<file path="src/rtl/f1_pkg.sv">
// Shared types and constants for the F1 start-light reaction timer.
package f1_pkg;

  typedef enum logic [2:0] {
    ST_IDLE   = 3'd0,
    ST_ARMED  = 3'd1,
    ST_TIMING = 3'd2,
    ST_DONE   = 3'd3,
    ST_FOUL   = 3'd4
  } state_t;

  localparam int SAT_MS_DEFAULT = 9999;
  localparam int TIME_W         = 14;

endpackage

</file>
<file path="src/rtl/sync_edge.sv">
// Multi-flop synchroniser for an asynchronous input plus rising-edge detect.
module sync_edge #(
  parameter int SYNC_STAGES = 2
) (
  input  logic clk,
  input  logic rst,
  input  logic d,
  output logic rise
);

  logic [SYNC_STAGES-1:0] sync_r;
  logic                   prev_r;

  // Shift the raw input through the synchroniser and remember the last synchronised value.
  always_ff @(posedge clk or posedge rst) begin
    if (rst) begin
      sync_r <= '0;
      prev_r <= 1'b0;
    end else begin
      sync_r <= {sync_r[SYNC_STAGES-2:0], d};
      prev_r <= sync_r[SYNC_STAGES-1];
    end
  end

  assign rise = sync_r[SYNC_STAGES-1] & ~prev_r;

endmodule

</file>
<file path="src/rtl/f1_reaction_timer.sv">
// Measures the player's reaction time from lights-out to button press, tracks the
// best time since reset and flags jump starts.
module f1_reaction_timer
  import f1_pkg::*;
#(
  parameter int SAT_MS      = SAT_MS_DEFAULT,
  parameter int SYNC_STAGES = 2
) (
  input  logic              clk,
  input  logic              rst,
  input  logic [7:0]        lights,
  input  logic              tick_ms,
  input  logic              btn,
  output logic [TIME_W-1:0] time_ms,
  output logic              time_valid,
  output logic              jump_start,
  output logic [TIME_W-1:0] best_ms,
  output logic              busy
);

  localparam logic [TIME_W-1:0] SAT_V = TIME_W'(SAT_MS);

  state_t            state_r, state_s;
  logic [TIME_W-1:0] counter_r, counter_s;
  logic [TIME_W-1:0] time_r, time_s;
  logic [TIME_W-1:0] best_r, best_s;
  logic [7:0]        lights_q_r;
  logic              seen_full_r, seen_full_s;
  logic              valid_r, valid_s;
  logic              jump_r, jump_s;
  logic              busy_r, busy_s;
  logic              btn_rise_s;
  logic              lights_out_s;

  sync_edge #(
    .SYNC_STAGES(SYNC_STAGES)
  ) u_sync_edge (
    .clk  (clk),
    .rst  (rst),
    .d    (btn),
    .rise (btn_rise_s)
  );

  // lights_q only sees a real 0xFF after reset, so lights-out cannot fire spuriously.
  assign lights_out_s = (lights_q_r == 8'hFF) && (lights == 8'h00);

  // State, counter and result registers.
  always_ff @(posedge clk or posedge rst) begin
    if (rst) begin
      state_r     <= ST_IDLE;
      counter_r   <= '0;
      time_r      <= '0;
      best_r      <= SAT_V;
      lights_q_r  <= 8'h00;
      seen_full_r <= 1'b0;
      valid_r     <= 1'b0;
      jump_r      <= 1'b0;
      busy_r      <= 1'b0;
    end else begin
      state_r     <= state_s;
      counter_r   <= counter_s;
      time_r      <= time_s;
      best_r      <= best_s;
      lights_q_r  <= lights;
      seen_full_r <= seen_full_s;
      valid_r     <= valid_s;
      jump_r      <= jump_s;
      busy_r      <= busy_s;
    end
  end

  // Next-state and next-output logic.
  always_comb begin
    state_s     = state_r;
    counter_s   = counter_r;
    time_s      = time_r;
    best_s      = best_r;
    seen_full_s = seen_full_r;
    valid_s     = valid_r;
    jump_s      = jump_r;

    case (state_r)
      ST_IDLE, ST_DONE, ST_FOUL: begin
        if (lights != 8'h00) begin
          state_s     = ST_ARMED;
          valid_s     = 1'b0;
          jump_s      = 1'b0;
          counter_s   = '0;
          seen_full_s = 1'b0;
        end else begin
          state_s = state_r;
        end
      end
      ST_ARMED: begin
        if (lights == 8'hFF) begin
          seen_full_s = 1'b1;
        end else begin
          seen_full_s = seen_full_r;
        end
        // A press before lights-out wins over lights-out in the same cycle.
        if (btn_rise_s) begin
          state_s = ST_FOUL;
          jump_s  = 1'b1;
        end else if (lights_out_s && seen_full_r) begin
          state_s   = ST_TIMING;
          counter_s = '0;
        end else if (lights == 8'h00) begin
          state_s = ST_IDLE;
        end else begin
          state_s = ST_ARMED;
        end
      end
      ST_TIMING: begin
        if (btn_rise_s) begin
          state_s = ST_DONE;
          time_s  = counter_r;
          valid_s = 1'b1;
          if (counter_r < best_r) begin
            best_s = counter_r;
          end else begin
            best_s = best_r;
          end
        end else if (counter_r == SAT_V) begin
          state_s = ST_DONE;
          time_s  = SAT_V;
          valid_s = 1'b1;
        end else if (tick_ms && (counter_r < SAT_V)) begin
          counter_s = counter_r + 14'd1;
        end else begin
          counter_s = counter_r;
        end
      end
      default: begin
        state_s = ST_IDLE;
      end
    endcase

    busy_s = (state_s == ST_ARMED) || (state_s == ST_TIMING);
  end

  assign time_ms    = time_r;
  assign time_valid = valid_r;
  assign jump_start = jump_r;
  assign best_ms    = best_r;
  assign busy       = busy_r;

endmodule

</file>
<file path="config.mk">
export PLATFORM = sky130hd
export DESIGN_NAME = f1_reaction_timer
export DESIGN_NICKNAME = d
export VERILOG_FILES = /design/src/rtl/f1_pkg.sv /design/src/rtl/sync_edge.sv /design/src/rtl/f1_reaction_timer.sv
export SDC_FILE = /design/constraint.sdc
export NUM_CORES = 1
export LEC_CHECK = 0
export ABC_CLOCK_PERIOD_IN_PS = 3300
export BUFFER_PORTS_ARGS = -buffer_cell sky130_fd_sc_hd__buf_2
export CAP_MARGIN = 20
export CORE_AREA = 2 2 81 83
export CTS_CLUSTER_SIZE = 14
export DETAILED_ROUTE_END_ITERATION = 10
export DIE_AREA = 0 0 83 85
export GPL_TIMING_DRIVEN = 0
export PLACE_DENSITY = 0.68
export SKIP_CTS_REPAIR_TIMING = 1
export SLEW_MARGIN = 25
export SYNTH_ARGS = -nofsm -noshare
export SYNTH_HDL_FRONTEND = slang
export SYNTH_SLANG_ARGS = --single-unit
</file>
<file path="constraint.sdc">
create_clock -name clk -period 3.3 [get_ports clk]
set_input_delay 0.66 -clock clk [delete_from_list [all_inputs] [get_ports clk]]
set_output_delay 0.66 -clock clk [all_outputs]
set_load 0.02 [all_outputs]
</file>
* Word level (Yosys, flattened, before mapping)
Cells that the tools add are included.
** Word-level totals
- Flip-flop bits (word level) :: 60
- Input port bits :: 12
- Output and inout bits :: 31
- Word-level logic and storage cells :: 76
** Operators by class
- Add/subtract/negate cells :: 1
- $lt $le $gt $ge :: 2
- Equality and inequality tests :: 18
- Mux-type cells :: 24
- Bitwise gates (word level) :: 2
- Reduce and logical (&&, ||, !) cells :: 18
** Operator list (number)
- 2-to-1 mux 14 bit :: 8
- one-hot mux 14 bit (3 select lines) :: 1
- equality test 8 bit, second input constant :: 2
- inequality test 2 bit, second input constant :: 8
- adder 14 x 1 -> 14 bit, second input constant :: 1
- equality test 14 bit, second input constant :: 1
- < comparator 14 bit :: 1
- < comparator 14 bit, second input constant :: 1
- 2-to-1 mux 3 bit :: 4
- AND reduction 3 bit :: 4
- equality test 3 x 2 -> 1 bit, second input constant :: 3
- one-hot mux 3 bit (3 select lines) :: 1
- zero test 8 bit :: 1
- nonzero test 8 bit :: 1
- AND reduction 7 bit :: 1
- equality test 3 x 1 -> 1 bit, second input constant :: 2
- 2-to-1 mux 1 bit :: 6
- one-hot mux 1 bit (2 select lines) :: 3
- nonzero test 2 bit :: 3
- equality test 3 bit, second input constant :: 1
- logical AND 1 bit :: 3
- zero test 3 bit :: 1
- inequality test 3 bit, second input constant :: 1
- nonzero test 3 bit :: 1
- 6 further kinds :: 6

* Depth between registers and ports, before layout
Gate-level depths: netlist of the first run.
- Depth in word-level cells :: 8
- Gate-level depth with buffers :: 8
- Depth with buffers taken out :: 7

* Modules after synthesis
A second synthesis of the first run with hierarchy kept.
** Unflattened totals
- Cells, all modules :: 289
- Area, all modules :: 3060.4 sq um
** By module, submodules not included
- f1_reaction_timer :: instances 1, cells each 284, area each 2967.8 sq um, seq. area each 1436.4 sq um
- sync_edge :: instances 1, cells each 5, area each 92.6 sq um, seq. area each 75.1 sq um

* Worst setup path before layout of the first run
No wires, ideal clock.
- Kind :: flip-flop to flip-flop
- From :: register best_r[3], in the netlist best_ms[3]
- To :: register best_r[4], in the netlist best_ms[4]
- Setup time :: 0.125 ns
- Data arrival time :: 2.148 ns
- Required time :: 3.175 ns
- Slack :: 1.027 ns
- Cell stages (with the launch flop) :: 9
- Buffers on the path :: 1
- Period minus slack after synthesis :: 2.273 ns
- Path through :: dfstp_2 -> inv_1 -> ha_1 -> nand4_1 -> o221ai_1 -> a221oi_1 -> o21ai_1 -> buf_2 -> mux2_2
** Between the ends
- Cells in the longest elaborated chain, start to end :: 2
** Ends and longest elaborated chain
- start: declaration :: line f1_reaction_timer.sv:26 : logic [TIME_W-1:0] best_r, best_s;
- start signal: assignment :: line f1_reaction_timer.sv:63 : best_r <= best_s;
- < comparator 14 bit :: line f1_reaction_timer.sv:118 : if (counter_r < best_r) begin
- AND reduction 3 bit (no source line)
Every way passes these cells.
A chain may end at the register's enable or synchronous reset.

* Worst setup path after layout of the first run
- From :: register counter_r[5]
- To :: register best_r[4], in the netlist best_ms[4]
** Between the ends
- Cells in the longest elaborated chain, start to end :: 2
** Ends and longest elaborated chain
- start: declaration :: line f1_reaction_timer.sv:24 : logic [TIME_W-1:0] counter_r, counter_s;
- start signal: assignment :: line f1_reaction_timer.sv:61 : counter_r <= counter_s;
- < comparator 14 bit :: line f1_reaction_timer.sv:118
- AND reduction 3 bit (no source line)
Every way passes these cells.

==> results of run 1 <==
[metrics by stage]
step	cell area, sq um	hold WS, ns	std cells
after floorplan	2920	0.331	267
after global placement	3220	0.332	386
after detailed placement	3250	0.346	387
after CTS	3440	0.272	401
after global routing	3440	0.289	401
final	3440	0.271	401
[metal layers]
layer / track usage (%) / up-vias / part of all wire (%) / wire length (microns)
met5: 0 / - / 0 / 0
met1: 23.9 / 1070 / 46 / 2770
li1: - / 1085 / - / -
met4: 8.20 / 0 / 1.3 / 80
met3: 5.06 / 7 / 4.1 / 244
met2: 29.3 / 48 / 48 / 2900
[worst min path at each step]
stage                     startpoint                     to  slack [ns]
2_1_floorplan  u_sync_edge.sync_r[0]  u_sync_edge.sync_r[1]        0.33
3_3_place_gp   u_sync_edge.sync_r[0]  u_sync_edge.sync_r[1]        0.33
3_5_place_dp   u_sync_edge.sync_r[0]  u_sync_edge.sync_r[1]        0.35
4_1_cts                          rst             time_valid        0.27
5_1_grt                          rst             time_valid        0.29
6_report                         rst             time_valid        0.27
[cell families (layout without fill, tap and decap cells)]
family          after synthesis  after routing
simple gates                 79             79
buf+inv                      26             83
fa+ha+maj                    14             14
flops                        60             60
mux                          14             14
xor+xnor                      1              1
compound gates               73             73
[flip-flops by register name (all words and copies together), names as in the netlist]
register	flops
seen_full_r	1
state_r	3
best_ms	14
counter_r	14
time_ms	14
jump_start	1
time_valid	1
u_sync_edge.prev_r	1
lights_q_r	8
busy	1
u_sync_edge.sync_r	2
[critical path: stages, from the launching register on]
cell and delay (ns):
sky130_fd_sc_hd__dfrtp_1 0.49, sky130_fd_sc_hd__ha_1 0.36, sky130_fd_sc_hd__nand4_1 0.10, sky130_fd_sc_hd__o221ai_1 0.22
sky130_fd_sc_hd__a221oi_1 0.13, sky130_fd_sc_hd__o21ai_1 0.38, sky130_fd_sc_hd__buf_2 0.35, sky130_fd_sc_hd__mux2_2 0.37
[layout make-up]
cell class | count | area [sq um]
tap | 77 | 96.3
sequential | 60 | 1510
inverter | 18 | 70.1
clock inverter | 2 | 35.0
fill | 549 | 2770
buffer | 8 | 48.8
multi-input combinational | 181 | 1290
timing repair buffer | 43 | 230
clock buffer | 12 | 155
[Yosys cell counts, types with 2 or more instances]
cell	number	area share, %
sky130_fd_sc_hd__or4_4	4	1.5
sky130_fd_sc_hd__mux2_2	13	5.0
sky130_fd_sc_hd__nand2_1	23	3.0
sky130_fd_sc_hd__and4_1	2	0.60
sky130_fd_sc_hd__a22o_1	7	2.1
sky130_fd_sc_hd__a21oi_2	2	0.60
sky130_fd_sc_hd__nand4_1	5	1.1
sky130_fd_sc_hd__a21o_1	4	1.0
sky130_fd_sc_hd__nand2b_1	5	1.1
sky130_fd_sc_hd__dfrtp_1	52	45
sky130_fd_sc_hd__o21ai_0	18	3.1
sky130_fd_sc_hd__a21oi_1	9	1.5
sky130_fd_sc_hd__buf_2	3	0.51
sky130_fd_sc_hd__nor3_1	6	1.0
sky130_fd_sc_hd__clkbuf_1	3	0.39
sky130_fd_sc_hd__o22a_1	8	2.4
sky130_fd_sc_hd__o21ai_1	4	0.69
sky130_fd_sc_hd__o211ai_2	2	0.86
sky130_fd_sc_hd__o21a_1	2	0.51
sky130_fd_sc_hd__ha_1	14	6.0
sky130_fd_sc_hd__nand3_1	8	1.4
sky130_fd_sc_hd__and3_1	5	1.1
sky130_fd_sc_hd__nor2_1	14	1.8
sky130_fd_sc_hd__buf_6	2	0.77
sky130_fd_sc_hd__inv_1	18	2.3
sky130_fd_sc_hd__a31oi_1	5	1.1
sky130_fd_sc_hd__dfstp_2	8	7.2
[where the power goes]
part	leakage (nW)	internal [mW]	switching, mW
combinational	0.801	0.0849	0.147
clock	0.0983	0.381	0.268
sequential	0.776	0.763	0.0104
total	1.68	1.23	0.425
==> reports/metrics.csv, run 1 <==
metric;value;unit
n_diodes;0;
Vias/cell;5.51;
DR vias;2210;
drc violations;0;
placement-stage worst setup slack;0.728;ns
fraction of layout cells with a size suffix above 1;30.9;%
highest-count cells in the layout ignoring fill and taps;sky130_fd_sc_hd__dfrtp_1, sky130_fd_sc_hd__buf_2, sky130_fd_sc_hd__nand2_1;
number of warnings reported in the yosys synthesis log;0;
global-route wire length before repair;10300;microns
simple-gate share of the synthesized area;14.7;%
proportion of synthesized area in mux cells;5.36;%
drt first-iter violations;110;
max cap viols;0;
final number of hold-violating endpoints;0;
Critical Path End Type;flop;
maximum fanout count along the critical path;10;
Die W;83;microns
last element of the critical path;best_ms[4];
VDD IR-drop max;0.415;mV
number of flops mapped to enable cells by yosys;0;
number of clock sinks;60;
IO Port Bufs;42;
combinational family with the most area after synthesis;compound AO/OA/AOI/OAI gates;
Avg Inst Size Synth;10.9;sq um
predominant post-synthesis flop cell;sky130_fd_sc_hd__dfrtp_1;
core region area;6200;sq um
Relative slew margins;47.0;%
initial core utilization;47.0;%
die boundary height;85;microns
Detailed Routing Iterations Pass 1;4;
adder-cell share of the synthesized area;6.01;%
CP Class;flop to flop;
RSZ-0062 raised after global routing;false;
clock tree from TritonCTS;yes;
crit path DAT;2.75;ns
Worst R2R Start;counter_r[5];
final core utilization;55.4;%
vias in the first global route;2221;
Mapped Nets;293;
std cell rows;29;
total die area;7060;sq um
run status;complete, no violations;
Worst Slack Setup Final;0.768;ns
capture point of the worst reg-to-reg path;best_ms[4];
highest attainable clock frequency;395;MHz
clock slew at reported path FFs;0.06;ns
Data required, critical path;3.52;ns
total congestion overflow;0;
total power of the final layout;1.65;mW
GRT Resource Usage Total;18.5;%
Antenna Violating Nets Remaining;0;
latest clock arrival within the worst-skew pair;0.33;ns
power density over the cells;481;nW/um^2
post-synthesis cell count;267;
Register-to-Register Path Depth;7;
compound-cell area share of the yosys netlist;17.8;%
number of nets in the layout;347;
clk root buf;sky130_fd_sc_hd__clkbuf_8;
clock buffer depth;2;
initial antenna violation count;0;
count of boundary I/O pins;43;
leakage power of the design;1.68;nW
max-slew violations;0;
final wirelength;5990;microns
xor and xnor area share after synthesis;0.300;%
launching element type of the critical path;flop;
register bit total from synthesis;60;
synthesis-to-layout area growth;17.8;%
beginning of the critical path;counter_r[5];
Netlist cell types;48;
TNS Setup;0;ns
post-DP HPWL;4320;microns
post-layout minimum cycle time;2.53;ns
pin count of the biggest net entering global routing;39;
number of buffers created by CTS;9;
share of synthesized area occupied by flip-flops and latches;51.8;%
most frequent standard cell in the layout excluding fill and tap cells;sky130_fd_sc_hd__dfrtp_1;
routability congestion estimate from global placement;0.896;
routed len/inst;14.9;microns
Final setup violation count;0;
netlist area before placement;2920;sq um
final critical-path share of the clock period;76.7;%
Max H-tree Level;3;
register-to-register setup slack;0.77;ns
worst min-delay path class;input port to asynchronous set/reset pin;
post-synthesis async set-or-reset flop share;100;%
Worst Max-Slew Pin Slew;0.789;ns
final worst clock skew;0.00492;ns
(Power assumes the default switching activity.)
==> run 2, diff against run 1 <==
--- a/config.mk
+++ b/config.mk
@@ -5,7 +5,7 @@
 export SDC_FILE = /design/constraint.sdc
 export NUM_CORES = 1
 export LEC_CHECK = 0
-export ABC_CLOCK_PERIOD_IN_PS = 3300
+export ABC_CLOCK_PERIOD_IN_PS = 2100
 export BUFFER_PORTS_ARGS = -buffer_cell sky130_fd_sc_hd__buf_2
 export CAP_MARGIN = 20
 export CORE_AREA = 2 2 81 83
@@ -13,7 +13,7 @@
 export DETAILED_ROUTE_END_ITERATION = 10
 export DIE_AREA = 0 0 83 85
 export GPL_TIMING_DRIVEN = 0
-export PLACE_DENSITY = 0.68
+export PLACE_DENSITY = 0.71
 export SKIP_CTS_REPAIR_TIMING = 1
 export SLEW_MARGIN = 25
 export SYNTH_ARGS = -nofsm -noshare
==> constraint.sdc (replaced) <==
create_clock -name clk -period 2.1 [get_ports clk]
set_input_delay 0.42 -clock clk [delete_from_list [all_inputs] [get_ports clk]]
set_output_delay 0.42 -clock clk [all_outputs]
set_load 0.02 [all_outputs]
==> run 2 against run 1 <==
Against the previous run:
- the run now ends with negative hold slack, negative setup slack left
- clock skew up 0.0064 ns
- critical path depth up 1
- via count is 3.0% higher
- first-iteration DRC count grew 35%
- critical endpoint is now best_ms[6]
- global-route usage grew 0.17 points
- sequential share of layout area decreased by 2.7 points
- cell area grew 7.2%
- largest cell class unchanged
- non-clock buffer count is 10 higher
- total power grew 68%
- cell count is 3.0% higher
- largest power group unchanged
- critical path type unchanged
==> reports/metrics.csv, run 2 (synthesized netlist as in run 1, its figures left out) <==
metric;value;unit;change
run status;finished with violations;;was complete, no violations
failing checks;negative hold slack, negative setup slack;;
vias in the first global route;2185;;was 2221
total congestion overflow;0;;unchanged
final critical-path share of the clock period;104;%;was 76.7%
placement-stage worst setup slack;-0.200;ns;was 0.728 ns
launching element type of the critical path;flop;;unchanged
proportion of power drawn by flip-flops and latches;43.7;%;was 46.8%
routed len/inst;15.7;microns;was 14.9 microns
core region area;6200;sq um;unchanged
pin count of the biggest net entering global routing;44;;was 39
total die area;7060;sq um;unchanged
Detailed Routing Iterations Pass 1;4;;unchanged
net switching power figure;752;uW;was 425 uW
final worst clock skew;0.0114;ns;was 0.00492 ns
max cap viols;0;;unchanged
IO Port Bufs;42;;unchanged
fraction of layout cells with a size suffix above 1;40.5;%;was 30.9%
final core utilization;59.4;%;was 55.4%
Net Sw Frac;27.0;%;was 25.7%
latest clock arrival within the worst-skew pair;0.35;ns;was 0.33 ns
number of nets in the layout;357;;was 347
CP Class;flop to flop;;unchanged
maximum fanout count along the critical path;10;;unchanged
Final setup violation count;15;;was 0
worst min-delay path class;input port to asynchronous set/reset pin;;unchanged
Relative slew margins;49.8;%;was 47.0%
portion of total power attributed to combinational logic;15.6;%;was 14.0%
GRT Resource Usage Total;18.7;%;was 18.5%
Die W;83;microns;unchanged
synthesis-to-layout area growth;26.3;%;was 17.8%
hold_ws;-0.00761;ns;was 0.271 ns
Vias/cell;5.51;;about the same
drc violations;0;;unchanged
part of the total power dissipated in the clock network;40.7;%;was 39.2%
highest-delay cell along the critical path;sky130_fd_sc_hd__dfstp_2;;was sky130_fd_sc_hd__dfrtp_1
number of buffers created by CTS;9;;unchanged
post-DP HPWL;4280;microns;was 4320 microns
Antenna Violating Nets Remaining;0;;unchanged
std cell rows;29;;unchanged
final wirelength;6490;microns;was 5990 microns
global-route wire length before repair;10400;microns;was 10300 microns
initial antenna violation count;0;;unchanged
routability congestion estimate from global placement;0.910;;was 0.896
DR vias;2277;;was 2210
highest attainable clock frequency;458;MHz;was 395 MHz
leakage power of the design;1.76;nW;was 1.68 nW
internal power of the cells;2.03;mW;was 1.23 mW
Worst Slack Setup Final;-0.0820;ns;was 0.768 ns
highest-count cells in the layout ignoring fill and taps;sky130_fd_sc_hd__buf_2, sky130_fd_sc_hd__dfrtp_1, sky130_fd_sc_hd__nand2_1;;was sky130_fd_sc_hd__dfrtp_1, sky130_fd_sc_hd__buf_2, sky130_fd_sc_hd__nand2_1
drt first-iter violations;148;;was 110
post-layout minimum cycle time;2.18;ns;was 2.53 ns
power density over the cells;755;nW/um^2;was 481 nW/um^2
Critical Path End Type;flop;;unchanged
post-route non-filler standard cell count;413;;was 401
Worst Max-Slew Pin Slew;0.747;ns;was 0.789 ns
clock tree from TritonCTS;yes;;unchanged
VDD IR-drop max;0.533;mV;was 0.415 mV
final number of hold-violating endpoints;6;;was 0
initial core utilization;47.0;%;unchanged
n_diodes;0;;unchanged
crit path DAT;2.41;ns;was 2.75 ns
clk root buf;sky130_fd_sc_hd__clkbuf_8;;unchanged
slowest stage delay, CP;0.54;ns;was 0.49 ns
max-slew violations;0;;unchanged
clock slew at reported path FFs;0.07;ns;was 0.06 ns
Filler cells;527;;was 549
RSZ-0062 raised after global routing;true;;was false
die boundary height;85;microns;unchanged
Placed Instances;387;;unchanged
chain of cells forming the critical path;inv_2 -> ha_4 -> a21oi_1 -> o221ai_2 -> a221oi_2 -> o21ai_2 -> buf_6 -> mux2_2;;was ha_1 -> nand4_1 -> o221ai_1 -> a221oi_1 -> o21ai_1 -> buf_2 -> mux2_2
Data required, critical path;2.33;ns;was 3.52 ns
total power of the final layout;2.78;mW;was 1.65 mW
clock buffer depth;2;;unchanged
Max H-tree Level;3;;unchanged
count of boundary I/O pins;43;;unchanged
number of clock sinks;60;;unchanged
## run 2: cell count changes in the layout (fill, tap and decap cells not counted), moves of 3 or more
cell                      change
sky130_fd_sc_hd__buf_4        +8
sky130_fd_sc_hd__dfrtp_2      +8
sky130_fd_sc_hd__o21ai_0      -5
sky130_fd_sc_hd__nor2_1       -3
sky130_fd_sc_hd__dfrtp_1      -8
sky130_fd_sc_hd__buf_6        +3
## run 2: area by class of cell
| class | instances | area (sq um) | area share, % |
|---|---|---|---|
| Tap cell | 77 | 96.3 | 2.61 |
| Sequential cell | 60 | 1520 | 41.3 |
| Multi-Input combinational cell | 181 | 1400 | 37.9 |
| Clock buffer | 9 | 124 | 3.36 |
| Buffer | 7 | 51.3 | 1.39 |
| Clock inverter | 7 | 91.3 | 2.48 |
| Timing Repair Buffer | 54 | 333 | 9.03 |
| Inverter | 18 | 70.1 | 1.90 |
## run 2: critical path, delay by kind of cell (launching register included)
kind,cells,cell delay [ns]
flip-flops,1,0.54
buffers and inverters,2,0.22
multiplexers,1,0.27
AO/OA/AOI/OAI,4,0.81
adder cells (fa/ha/maj),1,0.23
## run 2: path summary, 6_finish.rpt
check / startpoint / endpoint / slack [ns] / cells after the start
max reg2reg: best_ms[3] / best_ms[6] / -0.08 / 8
max: best_ms[3] / best_ms[6] / -0.08 / 8
min: rst / lights_q_r[4] / -0.008 / 2
min in group clk: btn / u_sync_edge.sync_r[0] / 0.18 / 1
max in group asynchronous: rst / best_ms[9] / 1.55 / 3
min reg2reg: u_sync_edge.sync_r[0] / u_sync_edge.sync_r[1] / 0.35 / 0
## run 2: routing by layer
layer / up-vias / routed length [microns] / part of all wire (%) / GRT usage [%]
li1: 1102 / - / - / -
met1: 1104 / 2960 / 46 / 23.9
met2: 63 / 3190 / 49 / 29.7
met4: 0 / 81 / 1.2 / 9.24
met3: 8 / 262 / 4.0 / 4.77
met5: - / 0 / 0 / 0
## run 2: power by group through the flow
stage / sequential [mW] / clock (mW) / combinational [mW]
floorplan: 1.26 / 0 / 0.246
global placement: 1.23 / 0 / 0.353
detailed placement: 1.24 / 0 / 0.363
CTS: 1.21 / 1.15 / 0.368
global route: 1.22 / 1.20 / 0.475
finish: 1.22 / 1.13 / 0.433
## run 2: through the flow
stage	hold WS, ns	area (sq um)	setup TNS [ns]
2_1_floorplan	0.331	2950	0
3_3_place_gp	0.336	3250	-28.91
3_5_place_dp	0.345	3270	-2.71
4_1_cts	-0.0115	3490	-2.06
5_1_grt	0.00693	3680	-2.39
6_report	-0.00761	3680	-0.720
==> run 3, diff against run 2 <==
--- a/config.mk
+++ b/config.mk
@@ -13,6 +13,7 @@
 export DETAILED_ROUTE_END_ITERATION = 10
 export DIE_AREA = 0 0 83 85
 export GPL_TIMING_DRIVEN = 0
+export MAX_ROUTING_LAYER = met4
 export PLACE_DENSITY = 0.71
 export SKIP_CTS_REPAIR_TIMING = 1
 export SLEW_MARGIN = 25
==> run 3 against run 2 <==
Against the previous run:
- the flow still finishes with violations (negative hold slack, negative setup slack)
- clock-buffer cell count is the same
- clock power is essentially flat
- via count grew 0.53%
- cell area is essentially flat
- critical endpoint unchanged
- largest power group unchanged
- highest routed layer unchanged
==> reports/metrics.csv, run 3 (synthesized netlist as in run 1, its figures left out) <==
metric;value;unit;change
CP Class;flop to flop;;unchanged
beginning of the critical path;best_ms[3];;unchanged
failing checks;negative hold slack, negative setup slack;;unchanged
crit path DAT;2.41;ns;about the same
Vias/cell;5.54;;was 5.51
Detailed Routing Iterations Pass 1;5;;was 4
VDD IR-drop max;0.534;mV;was 0.533 mV
Final setup violation count;14;;was 15
total congestion overflow;0;;unchanged
area after detailed placement;3270;sq um;unchanged
cell area after layout;3680;sq um;about the same
drc violations;0;;unchanged
internal power of the cells;2.03;mW;about the same
count of boundary I/O pins;43;;unchanged
Relative slew margins;47.9;%;was 49.8%
Worst Slack Setup Final;-0.0861;ns;was -0.0820 ns
final number of hold-violating endpoints;6;;unchanged
max cap viols;0;;unchanged
proportion of power drawn by flip-flops and latches;43.7;%;about the same
placement-stage worst setup slack;-0.200;ns;unchanged
Worst R2R Start;best_ms[3];;unchanged
leakage power of the design;1.76;nW;about the same
maximum fanout count along the critical path;10;;unchanged
n_diodes;0;;unchanged
final wirelength;6490;microns;about the same
post-route non-filler standard cell count;413;;unchanged
Net Sw Frac;27.0;%;about the same
number of buffers created by CTS;9;;unchanged
synthesis-to-layout area growth;26.3;%;about the same
portion of total power attributed to combinational logic;15.6;%;about the same
DR vias;2289;;was 2277
highest attainable clock frequency;457;MHz;was 458 MHz
Filler cells;526;;was 527
Placed Instances;387;;unchanged
std cell rows;29;;unchanged
routability congestion estimate from global placement;0.926;;was 0.910
clock tree from TritonCTS;yes;;unchanged
net switching power figure;749;uW;was 752 uW
clk root buf;sky130_fd_sc_hd__clkbuf_8;;unchanged
number of nets in the layout;357;;unchanged
run status;finished with violations;;unchanged
GRT Resource Usage Total;19.3;%;was 18.7%
fraction of layout cells with a size suffix above 1;40.2;%;was 40.5%
Max H-tree Level;3;;unchanged
clock slew at reported path FFs;0.07;ns;about the same
latest clock arrival within the worst-skew pair;0.34;ns;was 0.35 ns
die boundary height;85;microns;unchanged
Data required, critical path;2.33;ns;about the same
launching element type of the critical path;flop;;unchanged
part of the total power dissipated in the clock network;40.7;%;about the same
total die area;7060;sq um;unchanged
drt first-iter violations;163;;was 148
routed len/inst;15.7;microns;about the same
global-route wire length before repair;10400;microns;unchanged
worst min-delay path class;input port to asynchronous set/reset pin;;unchanged
Worst Max-Slew Pin Slew;0.775;ns;was 0.747 ns
initial core utilization;47.0;%;unchanged
total power of the final layout;2.78;mW;about the same
post-layout minimum cycle time;2.19;ns;was 2.18 ns
IO Port Bufs;42;;unchanged
final critical-path share of the clock period;104;%;about the same
post-DP HPWL;4280;microns;unchanged
highest-count cells in the layout ignoring fill and taps;sky130_fd_sc_hd__buf_2, sky130_fd_sc_hd__dfrtp_1, sky130_fd_sc_hd__nand2_1;;unchanged
hold_ws;-0.00427;ns;was -0.00761 ns
final worst clock skew;0.00924;ns;was 0.0114 ns
clock buffer depth;2;;unchanged
Die W;83;microns;unchanged
power density over the cells;754;nW/um^2;was 755 nW/um^2
initial antenna violation count;0;;unchanged
Antenna Violating Nets Remaining;0;;unchanged
pin count of the biggest net entering global routing;44;;unchanged
number of clock sinks;60;;unchanged
max-slew violations;0;;unchanged
vias in the first global route;2183;;was 2185
Critical Path End Type;flop;;unchanged
core region area;6200;sq um;unchanged
RSZ-0062 raised after global routing;true;;unchanged
[run 3: final cells by class]
cell class / count / area, sq um / area share (%)
Timing Repair Buffer: 54 / 333 / 9.04
Tap cell: 77 / 96.3 / 2.62
Sequential cell: 60 / 1520 / 41.3
Buffer: 7 / 51.3 / 1.39
Inverter: 18 / 70.1 / 1.90
Clock inverter: 7 / 91.3 / 2.48
Multi-Input combinational cell: 181 / 1400 / 37.9
Clock buffer: 9 / 124 / 3.36
[run 3: path summary, 6_finish.rpt]
path,endpoint,slack (ns),cells after the start
setup / recovery,best_ms[6],-0.09,8
hold / removal,lights_q_r[4],-0.004,2
setup reg to reg,best_ms[6],-0.09,8
hold reg to reg,u_sync_edge.sync_r[1],0.35,0
max in group asynchronous,best_ms[1],1.55,3
min in group clk,u_sync_edge.sync_r[0],0.18,1
[run 3: critical path, stage by stage (launching register included)]
cell,delay [ns]
sky130_fd_sc_hd__dfstp_2,0.54
sky130_fd_sc_hd__inv_2,0.05
sky130_fd_sc_hd__ha_4,0.23
sky130_fd_sc_hd__a21oi_1,0.19
sky130_fd_sc_hd__o221ai_2,0.15
sky130_fd_sc_hd__a221oi_2,0.32
sky130_fd_sc_hd__o21ai_2,0.15
sky130_fd_sc_hd__buf_6,0.17
sky130_fd_sc_hd__mux2_2,0.27
[run 3: power by group through the flow]
stage | logic, mW | clock network [mW] | registers [mW]
final | 0.433 | 1.13 | 1.21
after global routing | 0.475 | 1.20 | 1.22
after CTS | 0.368 | 1.15 | 1.21
after detailed placement | 0.363 | 0 | 1.24
after global placement | 0.353 | 0 | 1.23
after floorplan | 0.246 | 0 | 1.26
[run 3: layer usage]
layer  GRT usage, %  wire (microns)  vias to the layer above
met2           29.6            3210                       57
met3           6.52             266                        7
met5              -               0                        -
li1               -               -                     1102
met4           6.56              76                        0
met1           24.0            2940                     1123
[run 3: per-stage QoR]
step                TNS [ns]  utilization [%]
detailed placement     -2.71             52.8
CTS                    -2.06             56.2
global route           -2.42             59.3
floorplan                  0                -
finish                -0.722             59.3
global placement      -28.91             52.4
